[src/rtl/multicycle_control_rv32i_if.sv]
// multicycle_control_rv32i_if: memory handshake and datapath control bundle between controller and datapath
interface multicycle_control_rv32i_if;
  logic [31:0] instr;
  logic zero, lt, ltu, mem_ready;
  logic mem_req, PCWrite, AdrSrc, MemWrite, IRWrite, RegWrite;
  logic [1:0] ResultSrc, ALUSrcA, ALUSrcB, alu_op;
  logic [2:0] ImmSrc;
  modport master (
    input  instr, zero, lt, ltu, mem_ready,
    output mem_req, PCWrite, AdrSrc, MemWrite, IRWrite, RegWrite,
           ResultSrc, ALUSrcA, ALUSrcB, alu_op, ImmSrc
  );
  modport slave (
    output instr, zero, lt, ltu, mem_ready,
    input  mem_req, PCWrite, AdrSrc, MemWrite, IRWrite, RegWrite,
           ResultSrc, ALUSrcA, ALUSrcB, alu_op, ImmSrc
  );
endinterface

[src/rtl/multicycle_control_rv32i.sv]
// multicycle_control_rv32i: Moore control FSM for the shared-memory multicycle RV32I datapath
module multicycle_control_rv32i #(
  parameter int CNT_W = 32,
  parameter bit TRAP_ILLEGAL = 1'b1
) (
  input  logic clk,
  input  logic rst,
  multicycle_control_rv32i_if.master bus,
  output logic halted,
  output logic [3:0] state_dbg,
  output logic [CNT_W-1:0] cycle_cnt,
  output logic [CNT_W-1:0] instret_cnt
);
  typedef enum logic [3:0] {
    S_FETCH, S_DECODE, S_MEMADR, S_MEMREAD, S_MEMWB, S_MEMWRITE, S_EXECR,
    S_EXECI, S_ALUWB, S_BRANCH, S_JAL, S_JALR, S_LUI, S_HALT
  } state_t;
  localparam logic [6:0] OP_LOAD = 7'b0000011, OP_STORE = 7'b0100011, OP_R = 7'b0110011,
                         OP_I = 7'b0010011, OP_BR = 7'b1100011, OP_JAL = 7'b1101111,
                         OP_JALR = 7'b1100111, OP_LUI = 7'b0110111, OP_AUIPC = 7'b0010111,
                         OP_FENCE = 7'b0001111;
  state_t state, state_nx;
  logic [6:0] op;
  logic [2:0] f3, imm_src;
  logic taken;
  logic mem_req, pc_write, adr_src, mem_write, ir_write, reg_write;
  logic [1:0] result_src, src_a, src_b, alu_op;
  logic unused_instr;
  assign op = bus.instr[6:0];
  assign f3 = bus.instr[14:12];
  assign unused_instr = ^{bus.instr[31:15], bus.instr[11:7]};
  assign taken = f3 == 3'b000 ? bus.zero :
                 f3 == 3'b001 ? !bus.zero :
                 f3 == 3'b100 ? bus.lt :
                 f3 == 3'b101 ? !bus.lt :
                 f3 == 3'b110 ? bus.ltu :
                 f3 == 3'b111 ? !bus.ltu : 1'b0;
  assign imm_src = (op == OP_I || op == OP_LOAD || op == OP_JALR) ? 3'b000 :
                   op == OP_STORE ? 3'b001 :
                   op == OP_BR ? 3'b010 :
                   (op == OP_LUI || op == OP_AUIPC) ? 3'b011 :
                   op == OP_JAL ? 3'b100 : 3'b000;
  always_ff @(posedge clk or negedge rst)
    if (!rst) state <= S_FETCH;
    else state <= state_nx;
  always_ff @(posedge clk or negedge rst)
    if (!rst) begin
      cycle_cnt <= '0;
      instret_cnt <= '0;
    end else begin
      if (state != S_HALT) cycle_cnt <= cycle_cnt + CNT_W'(1);
      if (state != S_FETCH && state_nx == S_FETCH) instret_cnt <= instret_cnt + CNT_W'(1);
    end
  always_comb begin
    state_nx = S_FETCH;
    case (state)
      S_FETCH:    state_nx = bus.mem_ready ? S_DECODE : S_FETCH;
      S_DECODE:
        case (op)
          OP_LOAD, OP_STORE: state_nx = S_MEMADR;
          OP_R:              state_nx = S_EXECR;
          OP_I:              state_nx = S_EXECI;
          OP_BR:             state_nx = S_BRANCH;
          OP_JAL:            state_nx = S_JAL;
          OP_JALR:           state_nx = S_JALR;
          OP_LUI:            state_nx = S_LUI;
          OP_AUIPC:          state_nx = S_ALUWB;
          OP_FENCE:          state_nx = S_FETCH;
          default:           state_nx = TRAP_ILLEGAL ? S_HALT : S_FETCH;
        endcase
      S_MEMADR:   state_nx = op == OP_STORE ? S_MEMWRITE : S_MEMREAD;
      S_MEMREAD:  state_nx = bus.mem_ready ? S_MEMWB : S_MEMREAD;
      S_MEMWRITE: state_nx = bus.mem_ready ? S_FETCH : S_MEMWRITE;
      S_EXECR:    state_nx = S_ALUWB;
      S_EXECI:    state_nx = S_ALUWB;
      S_JALR:     state_nx = S_JAL;
      S_JAL:      state_nx = S_ALUWB;
      S_LUI:      state_nx = S_ALUWB;
      S_HALT:     state_nx = S_HALT;
      default:    state_nx = S_FETCH;
    endcase
  end
  always_comb begin
    mem_req = 1'b0;
    pc_write = 1'b0;
    adr_src = 1'b0;
    mem_write = 1'b0;
    ir_write = 1'b0;
    reg_write = 1'b0;
    result_src = 2'b00;
    src_a = 2'b00;
    src_b = 2'b00;
    alu_op = 2'b00;
    case (state)
      S_FETCH: begin
        mem_req = 1'b1;
        ir_write = bus.mem_ready;
        pc_write = bus.mem_ready;
        src_b = bus.mem_ready ? 2'b10 : 2'b00;
        result_src = bus.mem_ready ? 2'b10 : 2'b00;
      end
      S_DECODE: begin
        src_a = 2'b01;
        src_b = 2'b01;
      end
      S_MEMADR, S_JALR: begin
        src_a = 2'b10;
        src_b = 2'b01;
      end
      S_MEMREAD: begin
        mem_req = 1'b1;
        adr_src = 1'b1;
      end
      S_MEMWB: begin
        result_src = 2'b01;
        reg_write = 1'b1;
      end
      S_MEMWRITE: begin
        mem_req = 1'b1;
        adr_src = 1'b1;
        mem_write = 1'b1;
      end
      S_EXECR: begin
        src_a = 2'b10;
        alu_op = 2'b10;
      end
      S_EXECI: begin
        src_a = 2'b10;
        src_b = 2'b01;
        alu_op = 2'b10;
      end
      S_ALUWB: reg_write = 1'b1;
      S_BRANCH: begin
        src_a = 2'b10;
        alu_op = 2'b01;
        pc_write = taken;
      end
      S_JAL: begin
        src_a = 2'b01;
        src_b = 2'b10;
        pc_write = 1'b1;
      end
      S_LUI: begin
        src_a = 2'b11;
        src_b = 2'b01;
      end
      default: ;
    endcase
  end
  // Every strobe is held low combinationally while reset is asserted, abandoning any access in flight
  assign bus.mem_req = rst & mem_req;
  assign bus.PCWrite = rst & pc_write;
  assign bus.AdrSrc = rst & adr_src;
  assign bus.MemWrite = rst & mem_write;
  assign bus.IRWrite = rst & ir_write;
  assign bus.RegWrite = rst & reg_write;
  assign bus.ResultSrc = rst ? result_src : 2'b00;
  assign bus.ALUSrcA = rst ? src_a : 2'b00;
  assign bus.ALUSrcB = rst ? src_b : 2'b00;
  assign bus.alu_op = rst ? alu_op : 2'b00;
  assign bus.ImmSrc = rst ? imm_src : 3'b000;
  assign halted = state == S_HALT;
  assign state_dbg = state;
endmodule

[src/flat_wrapper.sv]
// flat-port wrapper written by rule: the top's interface ports become plain ports
module multicycle_control_rv32i_flat 
#(
  parameter int CNT_W = 32,
  parameter bit TRAP_ILLEGAL = 1'b1
)
  (clk, rst, halted, state_dbg, cycle_cnt, instret_cnt, bus_instr, bus_zero, bus_lt, bus_ltu, bus_mem_ready, bus_mem_req, bus_PCWrite, bus_AdrSrc, bus_MemWrite, bus_IRWrite, bus_RegWrite, bus_ResultSrc, bus_ALUSrcA, bus_ALUSrcB, bus_alu_op, bus_ImmSrc);
  multicycle_control_rv32i_if bus_i ();
  input  logic clk;
  input  logic rst;
  output logic halted;
  output logic [3:0] state_dbg;
  output logic [CNT_W-1:0] cycle_cnt;
  output logic [CNT_W-1:0] instret_cnt;
  input wire logic [$bits(bus_i.instr)-1:0] bus_instr;
  input wire logic [$bits(bus_i.zero)-1:0] bus_zero;
  input wire logic [$bits(bus_i.lt)-1:0] bus_lt;
  input wire logic [$bits(bus_i.ltu)-1:0] bus_ltu;
  input wire logic [$bits(bus_i.mem_ready)-1:0] bus_mem_ready;
  output wire logic [$bits(bus_i.mem_req)-1:0] bus_mem_req;
  output wire logic [$bits(bus_i.PCWrite)-1:0] bus_PCWrite;
  output wire logic [$bits(bus_i.AdrSrc)-1:0] bus_AdrSrc;
  output wire logic [$bits(bus_i.MemWrite)-1:0] bus_MemWrite;
  output wire logic [$bits(bus_i.IRWrite)-1:0] bus_IRWrite;
  output wire logic [$bits(bus_i.RegWrite)-1:0] bus_RegWrite;
  output wire logic [$bits(bus_i.ResultSrc)-1:0] bus_ResultSrc;
  output wire logic [$bits(bus_i.ALUSrcA)-1:0] bus_ALUSrcA;
  output wire logic [$bits(bus_i.ALUSrcB)-1:0] bus_ALUSrcB;
  output wire logic [$bits(bus_i.alu_op)-1:0] bus_alu_op;
  output wire logic [$bits(bus_i.ImmSrc)-1:0] bus_ImmSrc;
  assign bus_i.instr = bus_instr;
  assign bus_i.zero = bus_zero;
  assign bus_i.lt = bus_lt;
  assign bus_i.ltu = bus_ltu;
  assign bus_i.mem_ready = bus_mem_ready;
  assign bus_mem_req = bus_i.mem_req;
  assign bus_PCWrite = bus_i.PCWrite;
  assign bus_AdrSrc = bus_i.AdrSrc;
  assign bus_MemWrite = bus_i.MemWrite;
  assign bus_IRWrite = bus_i.IRWrite;
  assign bus_RegWrite = bus_i.RegWrite;
  assign bus_ResultSrc = bus_i.ResultSrc;
  assign bus_ALUSrcA = bus_i.ALUSrcA;
  assign bus_ALUSrcB = bus_i.ALUSrcB;
  assign bus_alu_op = bus_i.alu_op;
  assign bus_ImmSrc = bus_i.ImmSrc;
  multicycle_control_rv32i #(.CNT_W(CNT_W), .TRAP_ILLEGAL(TRAP_ILLEGAL)) u_core (.clk(clk), .rst(rst), .bus(bus_i), .halted(halted), .state_dbg(state_dbg), .cycle_cnt(cycle_cnt), .instret_cnt(instret_cnt));
endmodule
[config.mk]
export PLATFORM = sky130hd
export DESIGN_NAME = multicycle_control_rv32i_flat
export DESIGN_NICKNAME = d
export VERILOG_FILES = /design/src/rtl/multicycle_control_rv32i_if.sv /design/src/rtl/multicycle_control_rv32i.sv /design/src/flat_wrapper.sv
export SDC_FILE = /design/constraint.sdc
export NUM_CORES = 1
export LEC_CHECK = 0
export ABC_AREA = 0
export BUFFER_PORTS_ARGS = -buffer_cell sky130_fd_sc_hd__clkbuf_2
export CORE_ASPECT_RATIO = 0.9
export CORE_MARGIN = 8
export CORE_UTILIZATION = 35
export DETAILED_ROUTE_END_ITERATION = 10
export PLACE_DENSITY = 0.64
export SYNTH_ARGS = -nofsm -noshare
export SYNTH_HDL_FRONTEND = slang
export SYNTH_SLANG_ARGS = --single-unit
[constraint.sdc]
create_clock -name clk -period 1.92 [get_ports clk]
set_input_delay 0.096 -clock clk [delete_from_list [all_inputs] [get_ports clk]]
set_output_delay 0.096 -clock clk [all_outputs]
set_load 0.02 [all_outputs]
Yosys cells after proc, flatten, opt, wreduce, memory -nomap -nowiden
Cells that the tools add are included.

Register bits after elaboration: 68. Memories kept: 0. Latch bits: 0. Logic and storage cells: 93. Output and inout bits: 86. Memory bits (read-only): 0. Input bits: 38. Bits in writable memories: 0.

Reductions and logical operators: 20. Shift-type cells: 0. Magnitude comparators: 0. Eq/ne operators: 29. Bitwise gates (word level): 6. $add $sub $neg: 2. Muxes and demuxes: 33. Multiply operators: 0. Divide/modulo/power cells: 0.

Operators by type and width (count): 32-bit by 1-bit adder with 32-bit output (second input constant) (2); 4-bit case mux with 9 select lines (1); 4-bit case mux with 8 select lines (1); 3-bit 2-to-1 mux (9); 4-bit == test (second input constant) (6); 7-bit by 6-bit == test with 1-bit output (second input constant) (3); 7-bit == test (second input constant) (3); 4-bit by 3-bit == test with 1-bit output (second input constant) (4); 7-bit by 5-bit == test with 1-bit output (second input constant) (2); 3-bit == test (second input constant) (4); 1-bit 2-to-1 mux (12); 2-bit case mux with 3 select lines (2); 2-bit 2-to-1 mux (5); 2-bit OR reduction (5); 5-bit OR reduction (2); 4-bit by 2-bit == test with 1-bit output (second input constant) (2); 4-bit logical NOT (2); 2-bit case mux with 2 select lines (2); 7-bit by 2-bit == test with 1-bit output (second input constant) (1); 7-bit by 4-bit == test with 1-bit output (second input constant) (1); 1-bit AND (6); 4-bit by 1-bit == test with 1-bit output (second input constant) (1); 4-bit inequality test (second input constant) (1); 4-bit nonzero test (1); 8 further kinds (12).

Depth between registers and ports, before layout
Word-level depth: 9. Depth in mapped cells: 8. Depth with buffers taken out: 7.

Least setup slack after synthesis
No wires, ideal clock.

Path kind: reg-to-reg. Start point: register u_core.state[0], in the netlist u_core.state_dbg[0]. End point: register u_core.instret_cnt[1]. Arrival: 1995 ps. Path buffers: 1. Setup slack: -203 ps. Setup time: 128 ps. Stages on the path, launching flop included: 8. Required time: 1792 ps. Clock period less this slack: 2123 ps. Cell sequence: dfrtp_1 -> buf_2 -> nor4b_2 -> a32o_1 -> a21boi_1 -> nand4_4 -> nor3_2 -> mux2_1.

Longest elaborated chain between the ends: 5. Elaborated cells on any way between the ends: 16. Classes of those cells: eq/ne (10); mux (1); reduce/logical (5).

RTL lines: start, declared (line multicycle_control_rv32i.sv:22) `state_t state, state_nx;`; start signal, assigned (line multicycle_control_rv32i.sv:45) `else state <= state_nx;`; 4-bit by 3-bit == test with 1-bit output / 4-bit == test (equally long branches) (line multicycle_control_rv32i.sv:56) `case (state)`; 4-bit OR reduction (no source line); 4-bit case mux with 8 select lines (line multicycle_control_rv32i.sv:56); 4-bit logical NOT (line multicycle_control_rv32i.sv:52) `if (state != S_FETCH && state_nx == S_FETCH) instret_cnt <= instret_cnt + CNT_W'(1);`; 1-bit logical AND (*) (line multicycle_control_rv32i.sv:52); end signal, assigned (line multicycle_control_rv32i.sv:52); end, declared (line multicycle_control_rv32i.sv:12) `output logic [CNT_W-1:0] instret_cnt`.

Every way passes the cells marked *; elsewhere a longest branch is shown, timed or not. A chain may end at the register's enable or synchronous reset.

Worst setup path after layout
Start point: register u_core.state[2], in the netlist u_core.state_dbg[2]. End point: register u_core.instret_cnt[3].

Same word-level chain as after synthesis.

==> reports/results.md <==
* 1224 mW/mm² — Power per Cell Area
* 2170 ps — Data required, critical path
* 424 — number of nets in the synthesized netlist
* simple AND/OR/NAND/NOR gates — combinational family with the most area after synthesis
* 60 ps — clock-pin slew on the worst setup and hold paths
* 101 — number of I/O port buffers
* 47.12% — fraction of layout instances using a drive strength above 1
* 116.0 µm — floorplan die height
* 9 — total CTS buffers
* 0 — EDFF count, synth
* 7239 µW — post-layout total power
* 14.86% — aggregate global-route resource usage
* reg -> reg — Crit Path Category
* 100.0% — proportion of synthesized flip-flops having asynchronous set or reset
* 25.9% — sequential group share of total power
* 43.79% — area share of the largest cell type after synthesis
* 51.1% — combinational share of power
* 43.79% — register area share after synthesis
* 35.95% — Initial Util
* 54.71% — Post-Route Utilization
* 0.01081 mm² — core footprint
* flop — category of the worst setup path capture point
* 0.6439% — Synth Area in Adders
* 0 — count of antenna diodes in the layout
* 0 — number of max-cap violations
* 2860 µW — power spent charging and discharging nets
* 0.5662 mV — IR drop worst, VDD
* 6.482 ps — skew final
* 0.003886 mm² — total standard cell area after synthesis
* 689 — Post-Layout Cell Count
* 127.1 µm — overall die width
* 16.23 µm — Wirelength per Cell
* 23.0% — portion of total power attributed to the clock network
* 0 — remaining global-route overflow
* 14.87% — xor/xnor cell area share of the yosys netlist
* 0.5473% — share of cell area taken by muxes after synthesis
* 0 — Synth Warn #
* done — CTS tree
* 4.089% — Compound-Gate Fraction of Synth Area
* 2039 ps — minimum period implied by the final worst setup slack
* 0 — number of endpoints with negative hold slack in the final report
* 52 — Unique masters post-synth
* 146 — initial DRC count
* sky130_fd_sc_hd__dfrtp_1 — post-synthesis cell type with the largest combined area
* 668.5 ps — transition time of the tightest slew-check pin
* 39.50% — Sw Share
* 0 — number of nets still failing antenna checks after routing
* 36 — Placement Rows
* sky130_fd_sc_hd__clkbuf_2 — most common library cell in the layout ignoring fill and taps
* -118.9 ps — setup slack of the critical path after layout
* 2 — CTS Buffer Depth
* 3 — H-tree depth reported by CTS
* 53 — pin count of the biggest net entering global routing
* 3576 — number of global-route vias before repair
* 2290 ps — arrival time at the worst endpoint
* sky130_fd_sc_hd__dfrtp_1, sky130_fd_sc_hd__xor2_1, sky130_fd_sc_hd__xnor2_1 — synth top area cells
* 209.6 ps — hold slack
* 55.43% — Slew HR
* 124 — total I/O pin count
* 7 — highest fanout seen on the critical path
* 0 — antenna violations before repair
* 384 — cell count after synthesis
* 52.19% — Syn-to-layout area delta
* 10.12 µm² — mean area per synthesized cell
* yes — setup repair after global routing missed its margin
* 17880 µm — global-route wire length before repair
* flop — kind of start point of the critical path
* 7795 µm — estimated wirelength of the detail-placed design
* 330 ps — source-to-sink clock delay at the later pin of the worst-skew pair
* 591 — net count reported at finish
* negative setup slack — violations in the final reports
* sky130_fd_sc_hd__clkbuf_2, sky130_fd_sc_hd__dfrtp_1, sky130_fd_sc_hd__buf_4 — highest-count cells in the layout ignoring fill and taps
* 0.002895 µW — reported leakage power
* -2907 ps — Total Neg Setup Slack
* 490.5 MHz — Highest Clock Rate
* -120 ps — R2R setup slack
* 11190 µm — final WL
* 68 — number of flip-flops and latches in the synthesized netlist
* 0 — drt drc
* 4379 µW — internal cell power
* sky130_fd_sc_hd__clkbuf_16 — cell at the root of the clock tree
* 4 — length of the first detailed-routing pass in iterations
* finished, violations left — result of the run
* in -> reg — path category of the worst min-delay check
* 0 — Slew Limit Fails
* 5.193 — detailed-route vias per instance
* 33 — endpoints failing setup
* 0.01474 mm² — total die area
* 106.2% — fin crit share
* 31.94% — Simple-Gate Fraction of Synth Area
* 68 — number of sinks handled by clock tree synthesis
* sky130_fd_sc_hd__dfrtp_1 — dominant synthesized flop cell
* 0.8272 — placer congestion estimate
* 3578 — vias after detailed routing
* 650 — total placed cells including tap cells
==> per-stage QoR <==
| stage | instance area [µm²] | worst slack [ps] |
|---|---|---|
| 2_1_floorplan | 4069 | -78.78 |
| 3_3_place_gp | 4977 | -192.9 |
| 3_5_place_dp | 4977 | -237.6 |
| 4_1_cts | 5593 | -108.8 |
| 5_1_grt | 5914 | -225.1 |
| 6_report | 5914 | -118.9 |
==> sequential cells by signal, indices dropped and copies added (netlist names) <==
name	flops
u_core.state_dbg	4
u_core.cycle_cnt	32
u_core.instret_cnt	32
==> cell usage after synthesis, types with 2 or more instances <==
cell and number:
sky130_fd_sc_hd__nand4_1 21, sky130_fd_sc_hd__nor4bb_1 3, sky130_fd_sc_hd__nand3b_1 2, sky130_fd_sc_hd__nor2b_1 7, sky130_fd_sc_hd__xor2_1 37, sky130_fd_sc_hd__nor4_1 2
sky130_fd_sc_hd__nor4b_2 5, sky130_fd_sc_hd__nor3_1 22, sky130_fd_sc_hd__dfrtp_1 68, sky130_fd_sc_hd__a21oi_1 6, sky130_fd_sc_hd__buf_6 6, sky130_fd_sc_hd__a31oi_1 3
sky130_fd_sc_hd__buf_1 2, sky130_fd_sc_hd__xnor2_1 29, sky130_fd_sc_hd__nand2_1 34, sky130_fd_sc_hd__and2_1 4, sky130_fd_sc_hd__nor4_2 11, sky130_fd_sc_hd__clkbuf_1 5
sky130_fd_sc_hd__inv_1 9, sky130_fd_sc_hd__and4_1 9, sky130_fd_sc_hd__nor2_1 24, sky130_fd_sc_hd__buf_2 5, sky130_fd_sc_hd__nor3_2 2, sky130_fd_sc_hd__nand3_1 24
sky130_fd_sc_hd__nand2b_1 6, sky130_fd_sc_hd__ha_1 2, sky130_fd_sc_hd__and3_1 11
==> layer usage <==
metal	GRT usage [%]	part of all wire, %	up-vias
met5	0	0	-
met4	4.751	1.8	0
met3	3.726	4.3	17
met2	23.51	48	87
met1	19.54	46	1767
li1	-	-	1707
==> path summary, 6_finish.rpt <==
kind	startpoint	end	cells past startpoint
max	u_core.state_dbg[2]	u_core.instret_cnt[3]	8
min	bus_instr[0]	u_core.state_dbg[1]	4
max reg2reg	u_core.state_dbg[2]	u_core.instret_cnt[3]	8
min reg2reg	u_core.instret_cnt[31]	u_core.instret_cnt[31]	1
max in group asynchronous	rst	u_core.instret_cnt[6]	3
min in group asynchronous	rst	u_core.state_dbg[0]	2
==> repair_timing <==
item                                    in CTS  in global routing
setup buffers                               13                  7
hold endpoints to repair                    16                  0
resized for setup                           25                 67
gates cloned                                 2                  3
pin swaps                                    8                 38
hold buffers                                 1                  0
endpoints found under the setup margin      43                 52
==> cell families after synthesis <==
family | count (synthesis)
AOI/OAI and AO/OA | 21
xor gates and xnor gates | 66
adders and majority gates | 2
buffers and inverters | 28
DFF | 68
muxes | 2
and+or+nand+nor | 197
==> power by group through the flow <==
| stage | sequential, µW | clock [µW] | combinational, µW |
|---|---|---|---|
| after CTS | 1860 | 1700 | 3330 |
| after floorplan | 2020 | 0 | 1640 |
| after global routing | 1910 | 1780 | 3950 |
| after global placement | 1910 | 0 | 2580 |
| final | 1880 | 1660 | 3700 |
| after detailed placement | 1910 | 0 | 2620 |
==> cell type report <==
type	count	area (µm²)
clock buffers	10	239.0
repair buffers	175	1246
fillers	971	4896
inverters	9	33.78
clock inverters	6	62.56
well taps	133	166.4
flip-flops and latches	68	1709
multi-input cells	288	2457
==> critical path: stages (launching register included) <==
cell and delay, ps:
sky130_fd_sc_hd__dfrtp_2 500, sky130_fd_sc_hd__xor2_1 210, sky130_fd_sc_hd__nand2_1 110, sky130_fd_sc_hd__o211a_1 230, sky130_fd_sc_hd__nand4_4 170, sky130_fd_sc_hd__buf_12 180
sky130_fd_sc_hd__buf_6 130, sky130_fd_sc_hd__nor4b_4 250, sky130_fd_sc_hd__xor2_1 170
Note: power is estimated with default switching activity, not from simulation.
